### src/rtl/alarma_multicanal.sv
// alarma_multicanal: CANALES independent BCD alarm channels compared against the
// live RTC time, with per-channel ringing, automatic timeout, global stop and an
// optional snooze (compiled in with `define ALARMA_POSPONER_EN).
//
// Ports:
//   clk, reset                     clock, asynchronous active-low reset
//   cargar, canal_sel, hab_in      load strobe, target channel, enable to write
//   seg_in, min_in, hor_in         BCD alarm time to load
//   seg_rtc, min_rtc, hor_rtc      BCD live RTC time
//   apagar                         stop every ringing/snoozed channel
//   posponer                       snooze every ringing channel (macro only)
//   sonando                        per-channel ringing (registered)
//   canal_activo                   lowest-index ringing channel, 0 when none
//   flag_vga                       any channel ringing
//   flag_pico                      buzzer pattern byte
//   carga_err                      one-cycle pulse on a rejected load
module alarma_multicanal #(
   parameter int unsigned CANALES      = 4,
   parameter int unsigned CW           = (CANALES > 1) ? $clog2(CANALES) : 1,
   parameter int unsigned DURACION_SEG = 60,
   parameter int unsigned POSPONER_SEG = 300
) (
   input  logic               clk,
   input  logic               reset,
   input  logic               cargar,
   input  logic [CW-1:0]      canal_sel,
   input  logic               hab_in,
   input  logic [7:0]         seg_in,
   input  logic [7:0]         min_in,
   input  logic [7:0]         hor_in,
   input  logic [7:0]         seg_rtc,
   input  logic [7:0]         min_rtc,
   input  logic [7:0]         hor_rtc,
   input  logic               apagar,
   input  logic               posponer,
   output logic [CANALES-1:0] sonando,
   output logic [CW-1:0]      canal_activo,
   output logic               flag_vga,
   output logic [7:0]         flag_pico,
   output logic               carga_err
);

`ifdef ALARMA_POSPONER_EN
   localparam int unsigned CNT_MAX = (POSPONER_SEG > DURACION_SEG) ? POSPONER_SEG : DURACION_SEG;
   typedef enum logic [1:0] {IDLE, ARMADO, SONANDO, POSPUESTO} estado_t;
`else
   localparam int unsigned CNT_MAX = DURACION_SEG;
   typedef enum logic [1:0] {IDLE, ARMADO, SONANDO} estado_t;
`endif
   localparam int unsigned CNT_W = $clog2(CNT_MAX + 1);

   typedef struct packed {
      logic [7:0] hor;
      logic [7:0] min;
      logic [7:0] seg;
   } hora_t;

   hora_t              alarma_q [CANALES];
   hora_t              rtc_c;
   estado_t            estado_q [CANALES];
   estado_t            estado_d [CANALES];
   logic [CNT_W-1:0]   cnt_q    [CANALES];
   logic [CNT_W-1:0]   cnt_d    [CANALES];
   logic [CANALES-1:0] igual_c, igual_q, igual_p, flanco_c, carga_c, sonando_d;
   logic [7:0]         seg_prev_q, flag_pico_d;
   logic               tick_c, carga_ok_c;

`ifndef ALARMA_POSPONER_EN
   // Snooze input and length have no function in this build.
   logic unused_cfg;
   assign unused_cfg = posponer | (POSPONER_SEG == 0);
`endif

   assign rtc_c    = {hor_rtc, min_rtc, seg_rtc};
   assign tick_c   = (seg_rtc != seg_prev_q);
   // igual_q holds this cycle's registered compare, igual_p the one before it.
   assign flanco_c = igual_q & ~igual_p;
   assign flag_vga = |sonando;

   // Load is accepted only for a real channel and a legal BCD time.
   assign carga_ok_c = (32'(canal_sel) < CANALES)
                     && (seg_in <= 8'h59) && (seg_in[3:0] <= 4'd9)
                     && (min_in <= 8'h59) && (min_in[3:0] <= 4'd9)
                     && (hor_in <= 8'h23) && (hor_in[3:0] <= 4'd9);

   // Per-channel live compare and load decode.
   always_comb begin
      igual_c = '0;
      carga_c = '0;
      for (int i = 0; i < CANALES; i++) begin
         igual_c[i] = (alarma_q[i] == rtc_c);
         carga_c[i] = cargar && carga_ok_c && (canal_sel == CW'(i));
      end
   end

   // Channel next state: load > apagar > posponer > timeout/match.
   always_comb begin
      sonando_d = '0;
      for (int i = 0; i < CANALES; i++) begin
         estado_d[i] = estado_q[i];
         cnt_d[i]    = cnt_q[i];
         if (carga_c[i]) begin
            estado_d[i] = hab_in ? ARMADO : IDLE;
            cnt_d[i]    = '0;
         end else if (apagar) begin
            if (estado_q[i] != IDLE) estado_d[i] = ARMADO;
`ifdef ALARMA_POSPONER_EN
         end else if (posponer && (estado_q[i] == SONANDO)) begin
            estado_d[i] = POSPUESTO;
            cnt_d[i]    = '0;
`endif
         end else begin
            case (estado_q[i])
               ARMADO: begin
                  if (flanco_c[i]) begin
                     estado_d[i] = SONANDO;
                     cnt_d[i]    = '0;
                  end
               end
               SONANDO: begin
                  if (cnt_q[i] == CNT_W'(DURACION_SEG)) estado_d[i] = ARMADO;
                  else if (tick_c)                      cnt_d[i] = cnt_q[i] + CNT_W'(1);
               end
`ifdef ALARMA_POSPONER_EN
               POSPUESTO: begin
                  if (cnt_q[i] == CNT_W'(POSPONER_SEG)) begin
                     estado_d[i] = SONANDO;
                     cnt_d[i]    = '0;
                  end else if (tick_c) begin
                     cnt_d[i] = cnt_q[i] + CNT_W'(1);
                  end
               end
`endif
               default: ;
            endcase
         end
         sonando_d[i] = (estado_d[i] == SONANDO);
      end
   end

   // Buzzer pattern: all ones on first ring, toggles each second while ringing.
   always_comb begin
      flag_pico_d = flag_pico;
      if (sonando_d == '0)    flag_pico_d = 8'h00;
      else if (sonando == '0) flag_pico_d = 8'hFF;
      else if (tick_c)        flag_pico_d = ~flag_pico;
   end

   // Lowest-index ringing channel.
   always_comb begin
      canal_activo = '0;
      for (int i = int'(CANALES) - 1; i >= 0; i--) begin
         if (sonando[i]) canal_activo = CW'(i);
      end
   end

   // State, storage and output registers.
   always_ff @(posedge clk or negedge reset) begin
      if (!reset) begin
         for (int i = 0; i < CANALES; i++) begin
            estado_q[i] <= IDLE;
            cnt_q[i]    <= '0;
            alarma_q[i] <= '0;
         end
         igual_q    <= '0;
         igual_p    <= '0;
         seg_prev_q <= 8'h00;
         sonando    <= '0;
         flag_pico  <= 8'h00;
         carga_err  <= 1'b0;
      end else begin
         for (int i = 0; i < CANALES; i++) begin
            estado_q[i] <= estado_d[i];
            cnt_q[i]    <= cnt_d[i];
            if (carga_c[i]) alarma_q[i] <= {hor_in, min_in, seg_in};
         end
         igual_q    <= igual_c;
         igual_p    <= igual_q;
         seg_prev_q <= seg_rtc;
         sonando    <= sonando_d;
         flag_pico  <= flag_pico_d;
         carga_err  <= cargar && !carga_ok_c;
      end
   end

endmodule

### config.mk
export PLATFORM = sky130hd
export DESIGN_NAME = alarma_multicanal
export DESIGN_NICKNAME = d
export VERILOG_FILES = /design/src/rtl/alarma_multicanal.sv
export SDC_FILE = /design/constraint.sdc
export NUM_CORES = 1
export LEC_CHECK = 0
export ABC_AREA = 1
export CAP_MARGIN = 40
export CORE_ASPECT_RATIO = 0.5
export CORE_MARGIN = 1
export CORE_UTILIZATION = 61
export DETAILED_ROUTE_END_ITERATION = 8
export PLACE_DENSITY = 0.83
export SYNTH_ARGS = -nofsm -noshare
export SYNTH_HDL_FRONTEND = slang
export SYNTH_SLANG_ARGS = --single-unit
export TNS_END_PERCENT = 50
### constraint.sdc
create_clock -name clk -period 3.64 [get_ports clk]
set_input_delay 0.728 -clock clk [delete_from_list [all_inputs] [get_ports clk]]
set_output_delay 0.728 -clock clk [all_outputs]
set_load 0.02 [all_outputs]
==> results.cfg, run 1 <==
[final_layout]
fin_util = 0.7488
nNetsFinal = 1142
final_area_sq_um = 9808
fin_cells = 1262
drive_gt1_frac = 0.08457
n_antenna_cell = 0
areaGrowthSynthToFinish_pct = 16.08
nFillCells = 905

[yosys]
yosys.area.top_type = dfrtp_1
synth_edf_count = 0
synth_cell_types = 33
synth_top_area_frac = 0.4650
synth.most_common_cell = nand2_1
syn-num-nets = 1096
syn_inst = 1017
syn_area_per_cell_sq_um = 8.308
synth_area_leaders = dfrtp_1, nand2_1, xnor2_1
ys.warnings.count = 0
seq_area_frac_synth = 0.4650
synth_seq_cells = 157
synth_top_flop_cell = dfrtp_1
synthArstFlopShare = 1.000
synth_common_cells = nand2_1, dfrtp_1, inv_1, xnor2_1, nand3_1
synthesis.area_sq_um = 8449

[detailed_routing]
topRoutingLayerUsed = met4
wl_per_cell_um = 14.90
wl_met3_um = 1139
drt_iter0_drc = 496
first_pass_iters = 5
drt_wl_total_um = 18810
routed_via_density = 5.487
wl_met2_um = 9174
drt-met1-wl_um = 8190
ant_nets = 0
num_vias = 6925
drc = 0

[power_and_ir_drop]
p_clk_frac = 0.387
pwr-share-comb = 0.203
p_seq_frac = 0.410
swShare = 0.3069
p_sw_mw = 1.453
p_int_mw = 3.283
totalPowerFinal_mw = 4.736
vdd_drop_max_v = 0.0002948
power.leakage_nw = 4.796
power_density_nw_per_um2 = 482.8

[min_path]
hold_class = primary input to async pin

[timing]
final-setup-viol-count = 0
rsz0062_at_grt = false
timing.final.crit_share = 0.7685
fmax_mhz = 357.5
fin_tns_setup_ps = 0
final_hold_viol_count = 0
drv_slew = 0
min_period_ps = 2797
fin_hold_ws_ps = 318.9
slew_headroom = 0.5116
clock_skew_ps = 12.84
setup_ws_ps = 842.6
tightest_slew_ps = 732.7

[global_routing]
grt_max_degree = 79
grt_util_all_layers = 0.2806
grt_pass1_wl_um = 31310
grt_pass1_vias = 6657
antenna_found_initial = 0
grt_overflow = 0

[critical_path]
crit_path_end_kind = output pin
cp_max_fo = 10
critical_path.slowest_cell = clkdlybuf4s50_1
crit_family = buffers and inverters
critPathLaunch = sonando[0]
worstSetupStartpointType = register
crit_arrival_ps = 2070
worstPathRequired_ps = 2910
crit_type = register to output pin
path_buf_inv = 2
slowest_delay_ps = 620
timing.rr.start = estado_q[0]
reg2reg_slack_ps = 1560
crit_chain = nor4_1 > clkinv_1 > clkdlybuf4s50_1

[clocking]
htree_levels = 4
cts_tree = built
cts_buffers = 17
cts_resized = 0
cts-hold-fix-buffers = 0
cts_root_buf = clkbuf_16
clock_latency_ps = 430
post_cts_buffers = 0
clock_sinks = 157
clk_pin_slew_ps = 70
clock_path_buffers = 2

[run]
maxCapViolations = 0

[floorplanning]
pin_count = 72
initial_core_util = 0.6450
core_area_sq_um = 13100
die_y_um = 85.22
die_x_um = 168.4
num_rows = 29
dieArea_sq_um = 14350

[placement]
placed_area_sq_um = 9209
dpl.hpwl_um = 12860
pre_cts_ws_ps = 743.3
placed_cells = 1230
io_buffers = 70
place_congestion = 0.8992

[status]
status = finished clean
==> cell families after synthesis <==
family,Yosys count,share of synthesized area
XOR/XNOR,95,0.09847
flip-flops,157,0.4650
adder cells (fa/ha/maj),23,0.03406
AO/OA/AOI/OAI,120,0.07449
AND/OR/NAND/NOR,451,0.2458
buffers and inverters,171,0.08218
==> layout make-up <==
type / instances / area (sq um) / share of cell area
flip-flops and latches: 157 / 3929 / 0.4006
multi-input cells: 689 / 3826 / 0.3901
clock inverters: 15 / 173.9 / 0.01773
inverters: 121 / 454.2 / 0.04631
repair buffers: 77 / 767.0 / 0.07820
well taps: 186 / 232.7 / 0.02373
clock buffers: 17 / 425.4 / 0.04337
==> per-layer routing <==
| layer | GRT usage | up-vias |
|---|---|---|
| li1 | - | 3314 |
| met1 | 0.3676 | 3318 |
| met2 | 0.4779 | 258 |
| met3 | 0.05644 | 35 |
| met4 | 0.08347 | 0 |
| met5 | 0 | - |
==> worst reg2reg max path: cells and delay by family, from the launching register on <==
family / cells / cell delay (ps)
buffers and inverters: 1 / 140
DFF: 1 / 410
adders and majority gates: 1 / 410
and+or+nand+nor: 11 / 1010
==> final timing paths <==
kind | to | depth (start not counted)
max | flag_vga | 3
min | alarma_q[8] | 1
max reg2reg | flag_pico[7] | 13
min reg2reg | igual_p[1] | 0
max in group asynchronous | alarma_q[37] | 2
min in group clk | igual_p[1] | 0
==> cell usage in the layout, fill, tap and decap left out, types with 10 or more instances in the layout <==
cell             Yosys  routed
a21oi_1             15      15
clkbuf_16            0      17
clkdlybuf4s50_1      0      69
dfrtp_1            157     157
ha_1                23      23
inv_1              115     115
nand2_1            259     259
nand3_1             59      59
nand4_1             38      38
nor2_1              40      40
nor2_2              12      12
o21ai_0             54      54
o21ai_1             43      43
or2_2               10      10
xnor2_1             89      89
==> power by group through the flow <==
stage	registers, mW	logic [mW]	clock network, mW
after global placement	1.96	0.912	0
after floorplan	2.02	0.551	0
after detailed placement	1.97	0.953	0
final	1.94	0.963	1.83
after CTS	1.94	0.965	1.84
after global routing	1.95	1.07	1.92
==> state kept, by name, indices dropped and copies added, names as in the netlist <==
register	cells
flag_pico	8
carga_err	1
igual_p	4
estado_q	8
igual_q	4
cnt_q	24
sonando	4
seg_prev_q	8
alarma_q	96
Note: power is estimated with default switching activity, not from simulation.
==> inputs of run 2 (changes only) <==
--- a/config.mk
+++ b/config.mk
@@ -9,9 +9,9 @@
 export CAP_MARGIN = 40
 export CORE_ASPECT_RATIO = 0.5
 export CORE_MARGIN = 1
-export CORE_UTILIZATION = 61
+export CORE_UTILIZATION = 59
 export DETAILED_ROUTE_END_ITERATION = 8
-export PLACE_DENSITY = 0.83
+export PLACE_DENSITY = 0.81
 export SYNTH_ARGS = -nofsm -noshare
 export SYNTH_HDL_FRONTEND = slang
 export SYNTH_SLANG_ARGS = --single-unit
==> constraint.sdc (replaced) <==
create_clock -name clk -period 2.7 [get_ports clk]
set_input_delay 0.54 -clock clk [delete_from_list [all_inputs] [get_ports clk]]
set_output_delay 0.54 -clock clk [all_outputs]
set_load 0.02 [all_outputs]
==> run 2 against run 1 <==
  * Wire length decreased by 0.61%
  * First-iteration DRC count increased by 0.81%
  * Global-route usage decreased by 0.71 points
  * Combinational power increased by 36%
  * Sequential power increased by 35%
  * Cell count increased by 1.2%
  * Worst setup slack got worse by 620 ps
  * Clock power increased by 31%
  * Clock-buffer cell count increased by 1
  * Non-clock buffer count increased by 9
  * Largest power group unchanged
==> results.cfg, run 2 (same netlist as run 1, synthesis figures left out) <==
[critical_path]
reg2reg_depth = 13
crit_chain = nor4_1 > inv_2 > clkdlybuf4s50_1
cp_max_fo = 10
critical_path.slowest_cell = clkdlybuf4s50_1
crit_path_end_kind = output pin
worstSetupStartpointType = register
reg2reg_slack_ps = 630
r2r-end = flag_pico[5]
slowest_delay_ps = 570
crit_family = buffers and inverters
timing.rr.start = estado_q[0]
worstPathRequired_ps = 2160
crit_type = register to output pin
path_buf_inv = 2
critPathLaunch = sonando[0]
crit_arrival_ps = 1940

[final_layout]
final_cell_mix = nand2_1, dfrtp_1, inv_1, xnor2_1, clkdlybuf4s50_1
n_antenna_cell = 0
drive_gt1_frac = 0.09217
nNetsFinal = 1151
regMostFlops = alarma_q
ff_latch_area_sq_um = 3929
areaGrowthSynthToFinish_pct = 16.97
nFillCells = 1054
multiInputGateArea_sq_um = 3826
layout_commonest_cell = nand2_1
reg_top3 = alarma_q (96), cnt_q (24)
largest_reg_flops = 96

[floorplanning]
dieArea_sq_um = 14830
die_y_um = 86.62
initial_core_util = 0.6134
core_area_sq_um = 13780
num_rows = 30
pin_count = 72
die_x_um = 171.2

[detailed_routing]
drc = 0
routed_via_density = 5.280
drt_wl_total_um = 18690
drt_iter0_drc = 500
num_vias = 6742
first_pass_iters = 5
ant_nets = 0
wl_per_cell_um = 14.64

[global_routing]
grt_pass1_vias = 6627
grt_overflow = 0
grt_max_degree = 93
grt_pass1_wl_um = 31260
antenna_found_initial = 0
grt_util_all_layers = 0.2734
grt_util_met2 = 0.4719
use_met1 = 0.3506
grt_busiest_layer = met2
met3_usage = 0.04475

[clocking]
htree_levels = 4
clk_pin_slew_ps = 70
clock_sinks = 157
clock_latency_ps = 430
clock_path_buffers = 2
cts_root_buf = clkbuf_16
cts_buffers = 17
cts_tree = built

[power_and_ir_drop]
power.leakage_nw = 4.839
vdd_drop_max_v = 0.0003394
totalPowerFinal_mw = 6.319
power_density_nw_per_um2 = 639.4

[timing]
slew_headroom = 0.6278
fin_tns_setup_ps = 0
final_hold_viol_count = 0
clock_skew_ps = 11.43
tightest_slew_ps = 553.2
final-setup-viol-count = 0
timing.final.crit_share = 0.9188
fin_hold_ws_ps = 398.6
min_period_ps = 2481
drv_slew = 0
rsz0062_at_grt = false
fmax_mhz = 403.1
setup_ws_ps = 219.1

[min_path]
hold_class = register to register
hold_end = igual_p[2]
worstHoldPathCells = 0
min_from = igual_q[2]

[placement]
pre_cts_ws_ps = 139.7
dpl.hpwl_um = 12940
io_buffers = 70
place_congestion = 0.8651

[status]
status = finished clean

[run]
maxCapViolations = 0
==> run 2: cell count changes in the layout (fill, tap and decap cells not counted), sizes merged <==
cell,before,now
dlygate4sd3,0,1
clkbuf,17,18
bufinv,2,1
buf,8,16
==> run 2: through the flow <==
stage	cell area, sq um	util	cells
detailed placement	9289	0.6743	1244
floorplan	8449	-	1017
global placement	9289	0.6743	1244
CTS	9883	0.7174	1277
finish	9883	0.7174	1277
global route	9883	0.7174	1277
==> run 2: layer usage <==
layer / vias to the layer above / routed length [um]
li1: 3329 / -
met1: 3201 / 8305
met2: 177 / 9135
met3: 35 / 868
met4: 0 / 380
met5: - / 0
==> run 2: how the worst max path moves through the flow <==
stage / to / depth (start not counted) / slack (ps)
global placement: flag_pico[3] / 11 / 210
detailed placement: flag_pico[0] / 11 / 140
CTS: flag_vga / 3 / 20
finish: flag_vga / 3 / 220
global route: flag_vga / 3 / 140
floorplan: cnt_q[5] / 10 / 960
==> run 2: repair_timing <==
item / CTS / global route
buffers inserted: 0 / 0
gates resized for setup: 0 / 1
setup endpoints to repair: 0 / 1
hold endpoints to repair: 10 / 0
hold buffers: 1 / 0
==> run 2: cell type report <==
type	count	area share
sequential	157	0.3975
timing repair buffer	86	0.08596
inverter	121	0.04596
clock inverter	14	0.01469
multi-input combinational	689	0.3871
tap	192	0.02431
clock buffer	18	0.04444
==> run 2: where the power goes <==
| part | total [mW] | internal, mW | switching [mW] |
|---|---|---|---|
| Combinational | 1.31 | 0.544 | 0.764 |
| Clock | 2.39 | 1.33 | 1.07 |
| Sequential | 2.62 | 2.50 | 0.120 |
